[src/rtl/mem_stage.sv]
// mem_stage: memory-access stage with req/ack data-memory handshake and MEM/WB register.
// Optional MEM_TIMEOUT_EN aborts an access that waits TIMEOUT cycles without ack and sets mem_err.
module mem_stage #(
   parameter int ADDR_W  = 10,
   parameter int TIMEOUT = 64
) (
   input  logic              clk,
   input  logic              rst,
   input  logic              halt_i,
   input  logic [4:0]        rw_i,
   input  logic [4:0]        desreg_i,
   input  logic              Regwrite_i,
   input  logic              MemToReg_i,
   input  logic              Memwrite_i,
   input  logic              lb_i,
   input  logic [31:0]       ALU_i,
   input  logic [31:0]       mem_din_i,
   input  logic [31:0]       wb_data_i,
   output logic              dmem_req,
   output logic              dmem_we,
   output logic [ADDR_W-1:0] dmem_addr,
   output logic [31:0]       dmem_wdata,
   input  logic              dmem_ack,
   input  logic [31:0]       dmem_rdata,
   output logic              mem_stall,
   output logic [31:0]       wb_data_o,
   output logic [4:0]        rw_o,
   output logic [4:0]        desreg_o,
   output logic              Regwrite_o,
   output logic              halt_o,
   output logic              mem_err
);
   typedef enum logic {IDLE, WAIT} state_t;
   state_t      r_state;
   logic        w_mem_op;
   logic        w_to;
   logic [7:0]  w_byte;
   logic [31:0] w_load;
   logic        w_unused;
   assign w_mem_op  = MemToReg_i | Memwrite_i;
   assign w_byte    = 8'(dmem_rdata >> {ALU_i[1:0], 3'b000});
   assign w_load    = lb_i ? {{24{w_byte[7]}}, w_byte} : dmem_rdata;
   assign mem_stall = (r_state == IDLE) ? w_mem_op : ~(dmem_ack | w_to);
   assign w_unused  = ^{ALU_i[31:ADDR_W+2], TIMEOUT};
`ifdef MEM_TIMEOUT_EN
   localparam int CW = (TIMEOUT > 255) ? $clog2(TIMEOUT) : 8;
   logic [CW-1:0] r_cnt;
   assign w_to = (r_state == WAIT) && !dmem_ack && (r_cnt == CW'(TIMEOUT - 1));
`else
   assign w_to    = 1'b0;
   assign mem_err = 1'b0;
`endif
   always_ff @(posedge clk or negedge rst) begin
      if (!rst) begin
         r_state    <= IDLE;
         dmem_req   <= 1'b0;
         dmem_we    <= 1'b0;
         dmem_addr  <= '0;
         dmem_wdata <= '0;
         wb_data_o  <= '0;
         rw_o       <= '0;
         desreg_o   <= '0;
         Regwrite_o <= 1'b0;
         halt_o     <= 1'b0;
`ifdef MEM_TIMEOUT_EN
         r_cnt      <= '0;
         mem_err    <= 1'b0;
`endif
      end else if (r_state == IDLE) begin
         if (w_mem_op) begin
            r_state    <= WAIT;
            dmem_req   <= 1'b1;
            dmem_we    <= Memwrite_i;
            dmem_addr  <= ALU_i[ADDR_W+1:2];
            dmem_wdata <= mem_din_i;
            wb_data_o  <= '0;
            rw_o       <= '0;
            desreg_o   <= '0;
            Regwrite_o <= 1'b0;
            halt_o     <= 1'b0;
`ifdef MEM_TIMEOUT_EN
            r_cnt      <= '0;
`endif
         end else begin
            wb_data_o  <= wb_data_i;
            rw_o       <= rw_i;
            desreg_o   <= desreg_i;
            Regwrite_o <= Regwrite_i;
            halt_o     <= halt_i;
         end
      end else if (dmem_ack) begin
         // Inputs are still the frozen memory instruction, so they describe this result.
         r_state    <= IDLE;
         dmem_req   <= 1'b0;
         dmem_we    <= 1'b0;
         wb_data_o  <= dmem_we ? 32'd0 : w_load;
         rw_o       <= rw_i;
         desreg_o   <= desreg_i;
         Regwrite_o <= Regwrite_i & ~dmem_we;
         halt_o     <= halt_i;
`ifdef MEM_TIMEOUT_EN
      end else if (w_to) begin
         r_state    <= IDLE;
         dmem_req   <= 1'b0;
         dmem_we    <= 1'b0;
         mem_err    <= 1'b1;
      end else begin
         r_cnt      <= r_cnt + 1'b1;
`endif
      end
   end
endmodule

[config.mk]
export PLATFORM = sky130hd
export DESIGN_NAME = mem_stage
export DESIGN_NICKNAME = d
export VERILOG_FILES = /design/src/rtl/mem_stage.sv
export SDC_FILE = /design/constraint.sdc
export NUM_CORES = 1
export LEC_CHECK = 0
export ABC_AREA = 1
export BUFFER_PORTS_ARGS = -buffer_cell sky130_fd_sc_hd__buf_2
export CAP_MARGIN = 20
export CORE_UTILIZATION = 44
export DETAILED_ROUTE_END_ITERATION = 10
export PLACE_DENSITY = 0.81
export SYNTH_ARGS = -nofsm -noshare
export SYNTH_HDL_FRONTEND = slang
export SYNTH_SLANG_ARGS = --single-unit
[constraint.sdc]
create_clock -name clk -period 1.53 [get_ports clk]
set_input_delay 0 -clock clk [delete_from_list [all_inputs] [get_ports clk]]
set_output_delay 0 -clock clk [all_outputs]
set_load 0.02 [all_outputs]
==> impl_metrics.tcl, run 1 <==
set metrics [dict create \
    crit_path_max_incr_delay_ns 0.43 \
    netlist.area_leader.share_pct 55.19 \
    post_drt_via_cell_ratio 5.162 \
    ff_latch_count_synth 89 \
    track_usage_pct 31.61 \
    critical_path.startpoint_type "register" \
    slew_viol_final 0 \
    worstSetupEndpointType "output pin" \
    postSynthAreaPerCell_sq_um 8.168 \
    grt_pass1_wl_microns 23780 \
    wl_per_cell_microns 15.92 \
    final_nets 960 \
    cts_buffers 9 \
    status "finished with violations" \
    period_share_pct 87.07 \
    data_arrival_time_of_the_critical_path_ns 1.33 \
    setup-violations-final 0 \
    path_delay_family "flip-flops" \
    place.gp.congestion 0.8718 \
    tightestPinTransition_ns 0.5062 \
    routed_wirelength_microns 14760 \
    power.density_mw_per_mm2 1262 \
    ir_worst_vdd_v 0.0008416 \
    flow.area_growth_from_synthesis_pct 62.23 \
    initial_utilization_pct 45.82 \
    timing.hold.worst.start "lb_i" \
    layout.cells.most_common_list "sky130_fd_sc_hd__nand2_1 (272), sky130_fd_sc_hd__buf_2 (213), sky130_fd_sc_hd__dlygate4sd3_1 (113)" \
    design.core.area_sq_mm 0.008806 \
    cts_resized 0 \
    antenna_cell_count 0 \
    grt_overflow_total 0 \
    clkSlewWorstSetupHoldPaths_ns 0.09 \
    synth_cells 494 \
    hold_buffers 113 \
    cell_breakdown_of_the_critical_path "inv_2, nor2_4, nor2_1, inv_1, buf_2" \
    die-width_microns 97.77 \
    final_clock_skew_ns 0.009178 \
    dr.first_iter.drc_count 294 \
    post_synth_instance_area_sq_mm 0.004035 \
    finish.cell_count_without_fillers 927 \
    clk_latency_ns 0.35 \
    die_height_microns 97.77 \
    failed_checks "design-rule violations" \
    synth_cell_type_count 21 \
    buffer_ports.inserted 214 \
    clkSinkCount 89 \
    worstPathBufferInverterCount 3 \
    fp-row-count 34 \
    htree_num_levels 3 \
    max_cap_violations 0 \
    maximum_number_of_pins_on_one_net_before_global_route_repair 44 \
    cts_tree "built" \
    crit_path_top_delay_cell "sky130_fd_sc_hd__dfrtp_1" \
    grt_setup_unrepaired "false" \
    number_of_global_route_vias_before_repair 4916 \
    cts_setup_buffers 0 \
    initial_antenna_violation_count 0 \
    period_needed_ns 1.332 \
    power.leakage_nw 3.732 \
    crit_required_ns 1.53 \
    worstReg2RegStart "r_state$_DFF_PN0_" \
    post_synth_main_area_contributors "sky130_fd_sc_hd__dfrtp_1 (55%), sky130_fd_sc_hd__nand2_1 (25%), sky130_fd_sc_hd__a32oi_1 (5.4%)" \
    finalHoldViolCount 0 \
    timing_worst_setup_path_type "reg2out" \
    root_buffer "sky130_fd_sc_hd__clkbuf_8" \
    critical_path.startpoint "r_state$_DFF_PN0_" \
    final_layout_size_suffix_gt1_share_pct 30.53 \
    dp.cells 798 \
    fin_setup_tns_ns 0 \
    post-synth-top-area-cell "sky130_fd_sc_hd__dfrtp_1" \
    synth.yosys.warnings 0 \
    syn_nets 640 \
    postRouteAntennaNets 0 \
    min-delay-path-class "in2reg" \
    worst-path-max-fanout 3 \
    top_level_pins 236 \
    route.detailed.drc 36 \
    number_of_buffers_between_clock_root_and_the_deepest_sink 2 \
    yosysSeqAreaShare_pct 55.19 \
    drt_pass1_iterations 8 \
    vias 4785 \
    dpl.hpwl_microns 8661 \
    fp.dieArea_sq_mm 0.009558 \
    max_slew_margin_vs_limit_pct 66.25 \
    layout_commonest_cell "sky130_fd_sc_hd__nand2_1" \
    max_clock_freq_mhz 750.7 \
]
layout make-up:
type,instances,area (sq um)
repair buffers,338,2337
fillers,592,2260
flip-flops and latches,89,2227
multi-input cells,356,1593
well taps,108,135.1
clock buffers,10,127.6
inverters,20,75.07
clock inverters,6,51.30
metal layers:
metal	GRT usage (%)	part of all wire (%)	up-vias
met4	15.50	4.0	0
met5	0	0	-
met1	35.44	36	2194
li1	-	-	2226
met2	55.05	50	304
met3	9.377	9.6	61
power breakdown:
part	leakage, nW	total (mW)	internal (mW)	switching, mW
sequential	1.13	3.38	2.99	0.388
clock	0.0931	1.50	0.618	0.886
combinational	2.51	3.38	1.22	2.17
total	3.73	8.26	4.83	3.44
cell usage after synthesis, drive strengths merged:
master and instances:
nand2 274, dfrtp 89, a32oi 25, nand3 23
inv 19, buf 18, a22o 11, clkbuf 11
o21ai 10, a21oi 7, nor2 4, clkinv 1
conb 1, o31ai 1
cells by family after synthesis:
group	after synthesis	share of synthesized area [%]
buffers and inverters	49	5.333
flip-flops	89	55.19
AO/OA/AOI/OAI	54	10.11
AND/OR/NAND/NOR	301	29.27
other	1	0.09293
state kept, by name, summed over array words and instances, names as in the netlist:
register,count
halt_o,1
r_state,1
dmem_req,1
rw_o,5
desreg_o,5
wb_data_o,32
Regwrite_o,1
dmem_we,1
dmem_wdata,32
dmem_addr,10
worst min-delay path, delay by kind of cell:
kind | cells | cell delay [ns]
simple gates | 3 | 0.18
buf+inv | 1 | 0.16
per-stage QoR:
stage | power (mW) | worst slack, ns | hold WS [ns] | area [sq um] | utilization (%)
floorplan | 5.189 | 0.3613 | -0.2956 | 4035 | -
CTS | 8.183 | 0.1663 | 0.001453 | 6546 | 74.34
finish | 8.264 | 0.1979 | 0.01477 | 6546 | 74.34
detailed placement | 6.450 | 0.2391 | -0.0002047 | 5236 | 59.46
global route | 8.758 | 0.06768 | 0.02066 | 6546 | 74.34
global placement | 6.369 | 0.2756 | -0.009865 | 5236 | 59.46
worst paths after layout:
path	to	slack, ns	cells after the start
setup / recovery	mem_stall	0.20	5
hold / removal	wb_data_o[1]$_DFFE_PN0P_	0.01	4
setup reg to reg	wb_data_o[18]$_DFFE_PN0P_	0.21	6
hold reg to reg	dmem_wdata[25]$_DFFE_PN0P_	0.47	2
max in group asynchronous	desreg_o[1]$_DFFE_PN0P_	0.78	3
min in group asynchronous	wb_data_o[8]$_DFFE_PN0P_	0.16	2
No activity file was read; power rests on OpenSTA's default activity.
==> inputs of run 2 (changes only) <==
- REMOVE_ABC_BUFFERS: unset -> 1
==> run 2 against run 1 <==
The flow finishes with violations (design-rule violations, negative setup slack). Clock-buffer cell count fell by 1. Non-clock buffer count rose by 4. First-iteration DRC count rose by 1.0%. Critical path type unchanged.
==> impl_metrics.tcl, run 2 (same netlist as run 1, synthesis figures left out) <==
set metrics [dict create \
    timing_worst_setup_path_type "reg2out" \
    routed_wirelength_microns 15210 \
    cts_buffers 9 \
    dpl.hpwl_microns 8317 \
    top_level_pins 236 \
    track_usage_pct 31.95 \
    max_cap_violations 0 \
    fp.dieArea_sq_mm 0.009558 \
    final_clock_skew_ns 0.01121 \
    biggestRegsByFlops "dmem_wdata (32), wb_data_o (32), dmem_addr (10)" \
    clkSinkCount 89 \
    finish.cell_count_without_fillers 930 \
    grt_pass1_wl_microns 23890 \
    post_drt_via_cell_ratio 5.197 \
    seq_area_sq_mm 0.002228 \
    die_height_microns 97.77 \
    setup.reg_to_reg.worst_slack_ns 0.06 \
    design.core.area_sq_mm 0.008806 \
    cts_tree "built" \
    number_of_buffers_between_clock_root_and_the_deepest_sink 2 \
    max_clock_freq_mhz 642.7 \
    flow.area_growth_from_synthesis_pct 63.29 \
    postRouteAntennaNets 0 \
    layout.cells.most_common_list "sky130_fd_sc_hd__nand2_1 (271), sky130_fd_sc_hd__buf_2 (212), sky130_fd_sc_hd__dlygate4sd3_1 (119)" \
    antenna_cell_count 0 \
    worst-path-max-fanout 5 \
    crit_required_ns 1.53 \
    htree_num_levels 3 \
    fp-row-count 34 \
    min-delay-path-class "in2reg" \
    power.density_mw_per_mm2 1277 \
    critical_path.reg2reg.endpoint "dmem_we$_DFFE_PN0P_" \
    route.detailed.drc 20 \
    vias 4833 \
    finalHoldViolCount 0 \
    rr_worst_depth 4 \
    ir_worst_vdd_v 0.001035 \
    worstSetupEndpointType "output pin" \
    area_occupied_by_multi_input_gates_sq_mm 0.001595 \
    layout_commonest_cell "sky130_fd_sc_hd__nand2_1" \
    root_buffer "sky130_fd_sc_hd__clkbuf_8" \
    initial_utilization_pct 45.82 \
    grt_overflow_total 0 \
    status "finished with violations" \
    period_needed_ns 1.556 \
    final_layout_size_suffix_gt1_share_pct 30.41 \
    worstReg2RegStart "r_state$_DFF_PN0_" \
    die-width_microns 97.77 \
    crit_end "mem_stall" \
    dr.first_iter.drc_count 297 \
    initial_antenna_violation_count 0 \
    data_arrival_time_of_the_critical_path_ns 1.56 \
    wl_per_cell_microns 16.35 \
    buffer_ports.inserted 214 \
    final.fill_count 605 \
    power.leakage_nw 3.738 \
    critical_path.startpoint "r_state$_DFF_PN0_" \
    critical_path.startpoint_type "register" \
    place.gp.congestion 0.8177 \
    slew_viol_final 0 \
    number_of_global_route_vias_before_repair 5100 \
    period_share_pct 101.7 \
    clk_latency_ns 0.36 \
    drt_pass1_iterations 8 \
    final_core_utilization_pct 74.82 \
    failed_checks "design-rule violations, negative setup slack" \
    maximum_number_of_pins_on_one_net_before_global_route_repair 90 \
    setup-violations-final 1 \
    dp.cells 795 \
    final_nets 964 \
    post-route-worst-setup-slack_ns -0.02588 \
    clkSlewWorstSetupHoldPaths_ns 0.10 \
]
## run 2: area by class of cell
class                      instances  share of cell area [%]
timing repair buffer             342                   35.87
sequential                        89                   33.82
multi-input combinational        356                   24.21
tap                              108                   2.051
clock buffer                       9                   1.880
inverter                          20                   1.139
clock inverter                     6                   1.025
## run 2: layer usage
| layer | part of all wire (%) | vias to the layer above | GRT usage [%] |
|---|---|---|---|
| met3 | 5.6 | 86 | 5.154 |
| met1 | 37 | 2264 | 34.57 |
| met4 | 6.1 | 0 | 21.45 |
| met5 | 0 | - | 0 |
| met2 | 52 | 249 | 57.67 |
| li1 | - | 2234 | - |
## run 2: worst max-delay path, cell delays in order (launching register included)
cell and delay [ns]:
sky130_fd_sc_hd__dfrtp_2 0.46, sky130_fd_sc_hd__inv_2 0.12, sky130_fd_sc_hd__nor2_4 0.06, sky130_fd_sc_hd__nor2_1 0.18, sky130_fd_sc_hd__buf_6 0.14, sky130_fd_sc_hd__inv_1 0.08, sky130_fd_sc_hd__buf_4 0.17
## run 2: what timing repair did
action,4_1_cts,5_1_grt
hold buffers,119,0
cloned,0,0
resized for setup,1,3
pin swaps,0,0
endpoints found under the hold margin,176,0
setup buffers,0,1
setup endpoints to repair,1,2
## run 2: power by group
part	switching (mW)	internal, mW	total, mW	leakage, nW
combinational	2.19	1.21	3.40	2.52
clock	0.875	0.752	1.63	0.0917
sequential	0.393	2.99	3.39	1.13
total	3.46	4.95	8.42	3.74
## run 2: worst min-delay path by stage
stage / from / end / slack, ns / depth (start not counted)
final: lb_i / wb_data_o[5]$_DFFE_PN0P_ / 0.01 / 4
after global routing: dmem_rdata[1] / wb_data_o[1]$_DFFE_PN0P_ / 0.03 / 5
after CTS: dmem_rdata[2] / wb_data_o[2]$_DFFE_PN0P_ / 0.0007 / 5
after detailed placement: rst / dmem_addr[8]$_DFFE_PN0P_ / 0.09 / 2
after global placement: rst / dmem_addr[8]$_DFFE_PN0P_ / 0.07 / 2
after floorplan: rst / Regwrite_o$_DFFE_PN0P_ / -0.30 / 0
## run 2: through the flow
stage          worst slack (ns)  hold slack [ns]  total power, mW  instance area (sq um)  TNS [ns]
2_1_floorplan           -0.6305          -0.2956            5.100                   3895    -31.28
3_3_place_gp             0.2540          0.06943            6.276                   5189         0
3_5_place_dp             0.1717          0.08713            6.388                   5189         0
4_1_cts                0.001311        0.0006894            8.256                   6574         0
5_1_grt                -0.06812          0.03188            8.837                   6589  -0.06812
6_report               -0.02588         0.009572            8.416                   6589  -0.02588
==> inputs of run 3 (changes only) <==
- CORE_MARGIN: unset -> 2
- PLACE_DENSITY: 0.81 -> 0.8
- clock period: 1.53 -> 1.5 ns (I/O delays scaled with it)
==> run 3 against run 2 <==
The flow now finishes without violations. Die area grew 4.1%. Clock power grew 3%. Non-clock buffer count unchanged. Sequential power rose by 2%. Final area about the same. Setup slack better by 0.10 ns. Final cell count rose by 0.11%. Critical path type unchanged. Largest cell class unchanged. Highest routed layer unchanged.
==> impl_metrics.tcl, run 3 (same netlist as run 1, synthesis figures left out) <==
set metrics [dict create \
    biggestRegsByFlops "dmem_wdata (32), wb_data_o (32), dmem_addr (10)" \
    setup.reg_to_reg.worst_slack_ns 0.10 \
    setup-violations-final 0 \
    critical_path.startpoint_type "register" \
    dr.first_iter.drc_count 224 \
    crit_required_ns 1.50 \
    final_clock_skew_ns 0.01000 \
    max_clock_freq_mhz 702.7 \
    fin_setup_tns_ns 0 \
    root_buffer "sky130_fd_sc_hd__clkbuf_8" \
    finalHoldViolCount 0 \
    clk_latency_ns 0.35 \
    switching_part_of_the_total_power_pct 40.92 \
    crit_path_max_incr_delay_ns 0.44 \
    grt_pass1_wl_microns 23010 \
    clock_power_share_pct 19.6 \
    drt_pass1_iterations 5 \
    seq_area_sq_mm 0.002227 \
    min-delay-path-class "in2reg" \
    postRouteAntennaNets 0 \
    final_layout_size_suffix_gt1_share_pct 30.38 \
    maximum_number_of_pins_on_one_net_before_global_route_repair 57 \
    number_of_buffers_between_clock_root_and_the_deepest_sink 2 \
    met3_usage_pct 5.833 \
    status "finished clean" \
    path_delay_family "buffers and inverters" \
    crit_end "mem_stall" \
    die-width_microns 99.77 \
    grt_overflow_total 0 \
    worstReg2RegStart "r_state$_DFF_PN0_" \
    vias 4766 \
    cell_breakdown_of_the_critical_path "inv_2, nor2_4, nor2_1, buf_6, inv_1, buf_2" \
    holdWs_ns 0.01162 \
    dpl.hpwl_microns 8779 \
    max_cap_violations 0 \
    fp-row-count 34 \
    wl_per_cell_microns 15.89 \
    initial_antenna_violation_count 0 \
    area_occupied_by_multi_input_gates_sq_mm 0.001593 \
    worstPathBufferInverterCount 4 \
    fp.dieArea_sq_mm 0.009953 \
    power.density_mw_per_mm2 1305 \
    post_drt_via_cell_ratio 5.119 \
    place.gp.congestion 0.8511 \
    power.share.sequential_pct 40.1 \
    top_level_pins 236 \
    slew_viol_final 0 \
    rr_worst_depth 5 \
    clkSinkCount 89 \
    flow.area_growth_from_synthesis_pct 63.44 \
    grt_setup_unrepaired "false" \
    data_arrival_time_of_the_critical_path_ns 1.42 \
    track_usage_pct 29.64 \
    period_share_pct 94.88 \
    crit_path_top_delay_cell "sky130_fd_sc_hd__dfrtp_1" \
    top_usage_layer "met2" \
    die_height_microns 99.77 \
    final.fill_count 615 \
    htree_num_levels 3 \
    worstSetupEndpointType "output pin" \
    initial_utilization_pct 45.82 \
    buffer_ports.inserted 214 \
    timing_worst_setup_path_type "reg2out" \
    route.detailed.drc 0 \
    worst-path-max-fanout 3 \
    layout.cells.most_common_list "sky130_fd_sc_hd__nand2_1 (272), sky130_fd_sc_hd__buf_2 (213), sky130_fd_sc_hd__dlygate4sd3_1 (116)" \
    number_of_cells_on_the_critical_path 6 \
    period_needed_ns 1.423 \
    antenna_cell_count 0 \
    design.core.area_sq_mm 0.008806 \
    share_comb_of_total_power_pct 40.4 \
    cts_tree "built" \
    cts_buffers 9 \
    totalPowerFinal_mw 8.606 \
    power.leakage_nw 3.744 \
    max_slew_margin_vs_limit_pct 65.19 \
    layout_commonest_cell "sky130_fd_sc_hd__nand2_1" \
    critical_path.startpoint "r_state$_DFF_PN0_" \
    power_report.internal_total_mw 5.085 \
    ir_worst_vdd_v 0.001037 \
    clkSlewWorstSetupHoldPaths_ns 0.09 \
    critical_path.reg2reg.endpoint "wb_data_o[12]$_DFFE_PN0P_" \
    number_of_global_route_vias_before_repair 4888 \
    routed_wirelength_microns 14800 \
    final_nets 964 \
    netSwitchingPower_mw 3.521 \
    hold_depth 4 \
    global_route.usage.met1_pct 33.66 \
    met2_usage_pct 51.98 \
    tightestPinTransition_ns 0.5187 \
]
## run 3: metrics by stage
stage | utilization (%) | area (sq um) | worst slack (ns) | cells
final | 74.89 | 6595 | 0.07685 | 931
after global routing | 74.89 | 6595 | 0.0009824 | 931
after CTS | 74.69 | 6578 | 0.008693 | 929
after detailed placement | 59.24 | 5216 | 0.1708 | 797
after global placement | 59.24 | 5216 | 0.2364 | 797
after floorplan | - | 3895 | -0.6605 | 465
## run 3: what timing repair did
action,4_1_cts,5_1_grt
setup buffers,0,2
setup endpoints to repair,1,3
pin swaps,0,0
hold buffers,116,0
resized for setup,1,2
hold endpoints to repair,177,0
## run 3: worst register-to-register path: stages, from the launching register on
cell                      delay (ns)
sky130_fd_sc_hd__dfrtp_1        0.44
sky130_fd_sc_hd__inv_2          0.08
sky130_fd_sc_hd__buf_4          0.14
sky130_fd_sc_hd__buf_4          0.21
sky130_fd_sc_hd__a32oi_1        0.30
sky130_fd_sc_hd__nand2_1        0.12
## run 3: routing by layer
metal  vias to the layer above  routed length [microns]  part of all wire, %
met5                         -                        0                    0
met2                       249                     7644                   52
met1                      2223                     5490                   37
met4                         0                      690                  4.7
li1                       2232                        -                    -
met3                        62                      971                  6.6
## run 3: final cells by class
cell class | count | share of cell area [%]
Clock buffer | 11 | 1.992
Clock inverter | 5 | 0.9865
Inverter | 20 | 1.176
Multi-Input combinational cell | 356 | 24.15
Sequential cell | 89 | 33.77
Tap cell | 108 | 2.049
Timing Repair Buffer | 342 | 35.88
## run 3: power groups by stage
stage          Combinational (mW)  Sequential, mW  Clock, mW
2_1_floorplan               0.948            4.25          0
3_3_place_gp                 3.05            3.41          0
3_5_place_dp                 3.13            3.44          0
4_1_cts                      3.37            3.41       1.71
5_1_grt                      3.75            3.52       1.81
6_report                     3.47            3.45       1.68
## run 3: worst min-delay path by stage
| stage | start | to | slack (ns) |
|---|---|---|---|
| after floorplan | rst | Regwrite_o$_DFFE_PN0P_ | -0.30 |
| after global placement | rst | dmem_wdata[4]$_DFFE_PN0P_ | -0.16 |
| final | MemToReg_i | dmem_we$_DFFE_PN0P_ | 0.01 |
| after global routing | MemToReg_i | dmem_we$_DFFE_PN0P_ | 0.03 |
| after detailed placement | rst | dmem_wdata[3]$_DFFE_PN0P_ | -0.16 |
| after CTS | dmem_rdata[2] | wb_data_o[2]$_DFFE_PN0P_ | 0.002 |
